==> src/rtl/rv32_wb_port_arbiter_if.sv <==
// Writeback bus between the two result producers, the arbiter and the integer
// register file write port.
interface rv32_wb_port_arbiter_if #(
  parameter int XLEN = 32
);
  logic            p0_valid_in;
  logic [4:0]      p0_addr_in;
  logic [XLEN-1:0] p0_data_in;
  logic            p0_ready_out;

  logic            p1_valid_in;
  logic [4:0]      p1_addr_in;
  logic [XLEN-1:0] p1_data_in;
  logic            p1_ready_out;

  logic            rf_wr_eb_out;
  logic [4:0]      rf_rd_addr_out;
  logic [XLEN-1:0] rf_rd_out;
  logic            p1_aged_out;

  // Requester / observer side
  modport master (
    output p0_valid_in, p0_addr_in, p0_data_in,
    output p1_valid_in, p1_addr_in, p1_data_in,
    input  p0_ready_out, p1_ready_out,
    input  rf_wr_eb_out, rf_rd_addr_out, rf_rd_out, p1_aged_out
  );

  // Arbiter side
  modport slave (
    input  p0_valid_in, p0_addr_in, p0_data_in,
    input  p1_valid_in, p1_addr_in, p1_data_in,
    output p0_ready_out, p1_ready_out,
    output rf_wr_eb_out, rf_rd_addr_out, rf_rd_out, p1_aged_out
  );
endinterface

==> src/rtl/rv32_wb_port_arbiter.sv <==
// Arbitrates the single integer register file write port between the load unit
// (P0, fixed priority) and the ALU (P1), with aging so P1 cannot starve.
module rv32_wb_port_arbiter #(
  parameter int XLEN     = 32,
  parameter int MAX_WAIT = 3,
  parameter int WAIT_W   = 4
) (
  input  logic                  mp_clk_in,
  input  logic                  mp_rst_in,
  rv32_wb_port_arbiter_if.slave bus
);

  typedef enum logic {
    PRIO0 = 1'b0,
    AGED1 = 1'b1
  } state_t;

  localparam logic [WAIT_W-1:0] MAX_CNT = WAIT_W'(MAX_WAIT);

  state_t            state;
  logic              aged;
  logic [WAIT_W-1:0] wait_cnt;
  logic [WAIT_W-1:0] wait_nxt;
  logic              p0_ready;
  logic              p1_ready;
  logic              wr_eb;
  logic [4:0]        wr_addr;
  logic [XLEN-1:0]   wr_data;

  // Grants are combinational so a requester sees its accept in the same cycle.
  always_comb begin
    p0_ready = 1'b0;
    p1_ready = 1'b0;
    if (!mp_rst_in) begin
      if (state == AGED1) begin
        p1_ready = bus.p1_valid_in;
        p0_ready = bus.p0_valid_in & ~bus.p1_valid_in;
      end else begin
        p0_ready = bus.p0_valid_in;
        p1_ready = bus.p1_valid_in & ~bus.p0_valid_in;
      end
    end
  end

  always_comb begin
    wait_nxt = wait_cnt;
    if (!bus.p1_valid_in || p1_ready) begin
      wait_nxt = '0;
    end else if (wait_cnt != MAX_CNT) begin
      wait_nxt = wait_cnt + 1'b1;
    end
  end

  always_ff @(posedge mp_clk_in) begin
    if (mp_rst_in) begin
      state    <= PRIO0;
      aged     <= 1'b0;
      wait_cnt <= '0;
      wr_eb    <= 1'b0;
      wr_addr  <= '0;
      wr_data  <= '0;
    end else begin
      wait_cnt <= wait_nxt;
      unique case (state)
        PRIO0: begin
          if (wait_nxt == MAX_CNT) begin
            state <= AGED1;
            aged  <= 1'b1;
          end
        end
        AGED1: begin
          // A dropped P1 request also ends aging; nothing is flagged for it.
          if (p1_ready || !bus.p1_valid_in) begin
            state <= PRIO0;
            aged  <= 1'b0;
          end
        end
      endcase

      // x0 writes are consumed here but never reach the register file.
      if (p0_ready) begin
        wr_eb   <= (bus.p0_addr_in != 5'd0);
        wr_addr <= bus.p0_addr_in;
        wr_data <= bus.p0_data_in;
      end else if (p1_ready) begin
        wr_eb   <= (bus.p1_addr_in != 5'd0);
        wr_addr <= bus.p1_addr_in;
        wr_data <= bus.p1_data_in;
      end else begin
        wr_eb   <= 1'b0;
      end
    end
  end

  assign bus.p0_ready_out   = p0_ready;
  assign bus.p1_ready_out   = p1_ready;
  assign bus.rf_wr_eb_out   = wr_eb;
  assign bus.rf_rd_addr_out = wr_addr;
  assign bus.rf_rd_out      = wr_data;
  assign bus.p1_aged_out    = aged;

endmodule

==> src/flat_wrapper.sv <==
// flat-port wrapper written by rule: the top's interface ports become plain ports
module rv32_wb_port_arbiter_flat 
#(
  parameter int XLEN     = 32,
  parameter int MAX_WAIT = 3,
  parameter int WAIT_W   = 4
)
  (mp_clk_in, mp_rst_in, bus_p0_valid_in, bus_p0_addr_in, bus_p0_data_in, bus_p1_valid_in, bus_p1_addr_in, bus_p1_data_in, bus_p0_ready_out, bus_p1_ready_out, bus_rf_wr_eb_out, bus_rf_rd_addr_out, bus_rf_rd_out, bus_p1_aged_out);
  rv32_wb_port_arbiter_if #(.XLEN(XLEN)) bus_i ();
  input  logic mp_clk_in;
  input  logic mp_rst_in;
  input wire logic [$bits(bus_i.p0_valid_in)-1:0] bus_p0_valid_in;
  input wire logic [$bits(bus_i.p0_addr_in)-1:0] bus_p0_addr_in;
  input wire logic [$bits(bus_i.p0_data_in)-1:0] bus_p0_data_in;
  input wire logic [$bits(bus_i.p1_valid_in)-1:0] bus_p1_valid_in;
  input wire logic [$bits(bus_i.p1_addr_in)-1:0] bus_p1_addr_in;
  input wire logic [$bits(bus_i.p1_data_in)-1:0] bus_p1_data_in;
  output wire logic [$bits(bus_i.p0_ready_out)-1:0] bus_p0_ready_out;
  output wire logic [$bits(bus_i.p1_ready_out)-1:0] bus_p1_ready_out;
  output wire logic [$bits(bus_i.rf_wr_eb_out)-1:0] bus_rf_wr_eb_out;
  output wire logic [$bits(bus_i.rf_rd_addr_out)-1:0] bus_rf_rd_addr_out;
  output wire logic [$bits(bus_i.rf_rd_out)-1:0] bus_rf_rd_out;
  output wire logic [$bits(bus_i.p1_aged_out)-1:0] bus_p1_aged_out;
  assign bus_i.p0_valid_in = bus_p0_valid_in;
  assign bus_i.p0_addr_in = bus_p0_addr_in;
  assign bus_i.p0_data_in = bus_p0_data_in;
  assign bus_i.p1_valid_in = bus_p1_valid_in;
  assign bus_i.p1_addr_in = bus_p1_addr_in;
  assign bus_i.p1_data_in = bus_p1_data_in;
  assign bus_p0_ready_out = bus_i.p0_ready_out;
  assign bus_p1_ready_out = bus_i.p1_ready_out;
  assign bus_rf_wr_eb_out = bus_i.rf_wr_eb_out;
  assign bus_rf_rd_addr_out = bus_i.rf_rd_addr_out;
  assign bus_rf_rd_out = bus_i.rf_rd_out;
  assign bus_p1_aged_out = bus_i.p1_aged_out;
  rv32_wb_port_arbiter #(.XLEN(XLEN), .MAX_WAIT(MAX_WAIT), .WAIT_W(WAIT_W)) u_core (.mp_clk_in(mp_clk_in), .mp_rst_in(mp_rst_in), .bus(bus_i));
endmodule
==> config.mk <==
export PLATFORM = sky130hd
export DESIGN_NAME = rv32_wb_port_arbiter_flat
export DESIGN_NICKNAME = d
export VERILOG_FILES = /design/src/rtl/rv32_wb_port_arbiter_if.sv /design/src/rtl/rv32_wb_port_arbiter.sv /design/src/flat_wrapper.sv
export SDC_FILE = /design/constraint.sdc
export NUM_CORES = 1
export LEC_CHECK = 0
export CORE_MARGIN = 2
export CORE_UTILIZATION = 40
export CTS_CLUSTER_DIAMETER = 150
export DETAILED_ROUTE_END_ITERATION = 16
export MAX_ROUTING_LAYER = met4
export PLACE_DENSITY_LB_ADDON = 0.15
export SLEW_MARGIN = 20
export SYNTH_ARGS = -nofsm -noshare
export SYNTH_HDL_FRONTEND = slang
export SYNTH_SLANG_ARGS = --single-unit
==> constraint.sdc <==
create_clock -name mp_clk_in -period 3.3 [get_ports mp_clk_in]
set_clock_uncertainty 0.2 [all_clocks]
set_input_delay 0.66 -clock mp_clk_in [delete_from_list [all_inputs] [get_ports mp_clk_in]]
set_output_delay 0.66 -clock mp_clk_in [all_outputs]
set_load 0.01 [all_outputs]
After elaboration in Yosys (flattened, before gate mapping)
Index checks and enable logic that the tools add are counted.
{"block": "word_totals", "regBits": 44, "inputBits": 78, "output_inout_bits": 41, "word_cells": 40}
{"block": "op_classes", "addsub": 1, "eq_ne": 4, "muxes": 18, "bitwise_logic": 5, "n_reduce_logical": 6}
{"operator": "2-to-1 mux 32 bit", "count": 2}
{"operator": "2-to-1 mux 1 bit", "count": 10}
{"operator": "2-to-1 mux 5 bit", "count": 2}
{"operator": "nonzero test 5 bit", "count": 2}
{"operator": "2-to-1 mux 4 bit", "count": 2}
{"operator": "adder 4 x 1 -> 4 bit, second input constant", "count": 1}
{"operator": "equality test 4 x 2 -> 1 bit, second input constant", "count": 1}
{"operator": "!= test 4 x 2 -> 1 bit, second input constant", "count": 1}
{"operator": "one-hot mux 1 bit (2 select lines)", "count": 2}
{"operator": "NOT 1 bit", "count": 3}
{"operator": "AND 1 bit", "count": 2}
{"operator": "!= test 2 x 1 -> 1 bit, second input constant", "count": 1}
{"operator": "!= test 2 bit, second input constant", "count": 1}
{"operator": "AND reduction 2 bit", "count": 1}
{"operator": "nonzero test 2 bit", "count": 1}
{"operator": "logical NOT 1 bit", "count": 1}
{"operator": "logical OR 1 bit", "count": 1}

Longest topological paths before layout
{"block": "depth", "ltp_word": 9, "ltp_mapped": 6, "depth_no_buf": 5}

Least setup slack after synthesis
Ideal clock, no wire load.
{"block": "synth_path", "path_type": "input -> output", "start": "in bus_p0_valid_in", "end": "out bus_p1_ready_out", "arrival_time_ns": 1.247, "t_required_ns": 2.440, "path_slack_ns": 1.193, "cell_stages": 3, "path_buffers": 1, "cell_sequence": "nor2b_4 > nor3b_4 > buf_6"}
{"block": "synth_between", "elab_chain_len": 4}
{"item": "start, declared", "line_no": "flat_wrapper.sv:12", "source": "input wire logic [$bits(bus_i.p0_valid_in)-1:0] bus_p0_valid_in;"}
{"item": "NOT 1 bit", "line_no": "rv32_wb_port_arbiter.sv:40", "source": "p1_ready = bus.p1_valid_in & ~bus.p0_valid_in;"}
{"item": "AND 1 bit", "line_no": "rv32_wb_port_arbiter.sv:40"}
{"item": "2-to-1 mux 1 bit", "line_no": "rv32_wb_port_arbiter.sv:35", "source": "if (state == AGED1) begin"}
{"item": "2-to-1 mux 1 bit", "line_no": "rv32_wb_port_arbiter.sv:34", "source": "if (!mp_rst_in) begin"}
{"item": "end, declared", "line_no": "flat_wrapper.sv:19", "source": "output wire logic [$bits(bus_i.p1_ready_out)-1:0] bus_p1_ready_out;"}
Every way passes these cells.

Worst setup path in the final report
Same ends and word-level chain as after synthesis.

==> flow_summary.toml <==
[worst_hold_path]
hold_path_class = "register to register"

[synth]
synth_top_family_by_area = "multiplexers"
syn_area_mm2 = 0.00203
synth_area_leader_cell = "dfxtp_1"
ys_types = 30
synth_top_area_share = 0.433
yosys.area_share.simple = 0.134
synth_fa_ha_area_frac = 0.00616
synth-compound-area-share = 0.180
synth_mux_area_frac = 0.182
synth.area.top_cells = "dfxtp_1 43%, mux2i_1 18%, a211oi_1 11%"
synthCells = 206
ys_ff_latch = 44
syn_area_per_cell_um2 = 9.86
ys.warnings.count = 0
synth-xor-area-share = 0.0129
seq_area_frac_synth = 0.433
synth_nets = 285

[clocking]
path_clk_slew_ps = 80
insertion_delay_ps = 280
clockBufferDepth = 2
cts_sinks = 44
root_buffer = "clkbuf_8"
htree_levels = 2
cts_resized = 0
cts_tree = "done"
cts_buffers = 5
holdBufCountCts = 0
postCtsSetupBuffers = 0

[layout]
nets = 397
synthToLayoutAreaGrowth_pct = 62.2
insertedDiodeCount = 0
drive_above_1_share = 0.0535

[placement]
hpwl_mm = 3.92
gp_congestion = 0.769
pre_cts_ws_ps = 439
portBuffers = 118

[timing]
max_freq_mhz = 351
setup_ws_ps = 455
drv_slew = 0
finalCritPeriodShare = 0.862
rsz0062_at_grt = "no"
slew_headroom = 0.517
setup_tns_ps = 0
min_period_ps = 2850
hold_violations = 0
worst_pin_slew_ps = 725
finalSetupViolCount = 0

[routing]
routed_wl_mm = 5.53
vias = 1931
wl_met3_um = 411
drt_iter0_drc = 81
maxUsedRoutingLayer = "met4"
drc = 0
wl_met2_mm = 2.66
ant_nets = 0
firstDrtPassIters = 4
drt-met1-wl_mm = 2.41
viasPerCell = 5.02
wl_per_cell_um = 14.4

[grt]
grt_overflow = 0
grt_usage = 0.196
grt_pass1_wl_mm = 8.41
grt_start_max_net_pins = 75
grt_pass1_vias = 1870
antenna_found_initial = 0

[run]
maxCapViolations = 0

[critical_path]
critPathArrivalTime_ps = 1990
cp-end-kind = "output pin"
crit_fanout = 3
cp_data_required_time_ps = 2440
worstSetupPathType = "primary input to output pin"
cp-start-kind = "primary input"

[die]
dieArea_mm2 = 0.00567
chipHeight_um = 75.3
rows = 25
die_x_um = 75.3
io_pins = 119
coreArea_mm2 = 0.00482
start_util = 0.422

[pwr]
p_leak_nw = 1.16
ir_drop_v = 0.000219
powerDensity_mw_per_mm2 = 361

[outcome]
outcome = "finished, final reports clean"
cells in the final DEF (no fill, tap or decap), types with 2 or more instances in the layout:
cell,n
a211oi_2,5
buf_4,3
mux2i_1,37
or4_1,2
xor2_1,2
dfxtp_1,44
inv_1,2
nand3b_1,4
a21oi_1,4
clkdlybuf4s50_1,117
o21ai_0,2
nor2_1,41
nand2_1,2
clkbuf_8,5
a211oi_1,31
area by class of cell:
| class | count | area [um2] |
|---|---|---|
| timing repair buffer | 121 | 1200 |
| clock buffer | 6 | 72.6 |
| sequential | 44 | 881 |
| clock inverter | 1 | 5.00 |
| inverter | 2 | 7.51 |
| fill | 411 | 1520 |
| multi-input combinational | 144 | 1050 |
| tap | 67 | 83.8 |
report_power, final:
group | total (W) | leakage, nW | internal [W] | switching (W)
sequential | 0.000587 | 0.363 | 0.000568 | 0.0000190
combinational | 0.000295 | 0.755 | 0.000186 | 0.000109
clock | 0.000307 | 0.0410 | 0.000144 | 0.000163
Yosys cell counts (all sizes together):
master / instances
dfxtp: 44
a32oi: 1
o31ai: 1
and4b: 1
a21oi: 4
xnor2: 1
a211oi: 36
nand2b: 1
o221ai: 1
xor2: 2
ha: 1
nand2: 2
buf: 10
a21boi: 1
mux2i: 37
o21ai: 2
nand3b: 4
inv: 2
nor2b: 1
nor3: 1
a22oi: 1
nor3b: 2
nand3: 1
clkbuf: 6
nor2: 41
or4: 2
per-layer routing:
layer	vias up	GRT usage
met1	893	0.239
met2	67	0.333
li1	967	-
met4	0	0.0351
met5	-	-
met3	4	0.0469
logic make-up after synthesis:
| group | Yosys count |
|---|---|
| xor+xnor | 3 |
| flops | 44 |
| fa+ha+maj | 1 |
| compound gates | 47 |
| buf+inv | 18 |
| simple gates | 56 |
| mux | 37 |
final timing paths:
check | from | end | slack [ps] | cells after the start
max | bus_p0_valid_in | bus_p1_ready_out | 450 | 4
min | u_core.bus.p1_aged_out$_SDFFE_PP0P_ | u_core.bus.p1_aged_out$_SDFFE_PP0P_ | 280 | 2
max reg2reg | u_core.state$_SDFF_PP0_ | u_core.bus.rf_rd_out[15]$_SDFFE_PP0P_ | 1340 | 5
min reg2reg | u_core.bus.p1_aged_out$_SDFFE_PP0P_ | u_core.bus.p1_aged_out$_SDFFE_PP0P_ | 280 | 2
flip-flops by register name, indices dropped and copies added, names as in the netlist:
register                   cells
u_core.bus.p1_aged_out         1
u_core.bus.rf_rd_out          32
u_core.bus.rf_rd_addr_out      5
u_core.bus.rf_wr_eb_out        1
u_core.state                   1
u_core.wait_cnt                4
metrics by stage:
stage          hold WS, ps  instance area [um2]  utilization  total power, W  instances
6_report               275                 3300        0.684         0.00119        385
5_1_grt                305                 3300        0.684         0.00124        385
4_1_cts                288                 3300        0.684         0.00120        385
3_5_place_dp           266                 3220        0.668        0.000895        378
3_3_place_gp           257                 3220        0.668        0.000890        378
2_1_floorplan          283                 2030            -        0.000714        206
worst max-delay path: stages:
cell and delay, ps:
clkdlybuf4s50_1 420, nor2b_4 150, nor3b_4 190, clkdlybuf4s50_1 570
(Power assumes the default switching activity.)
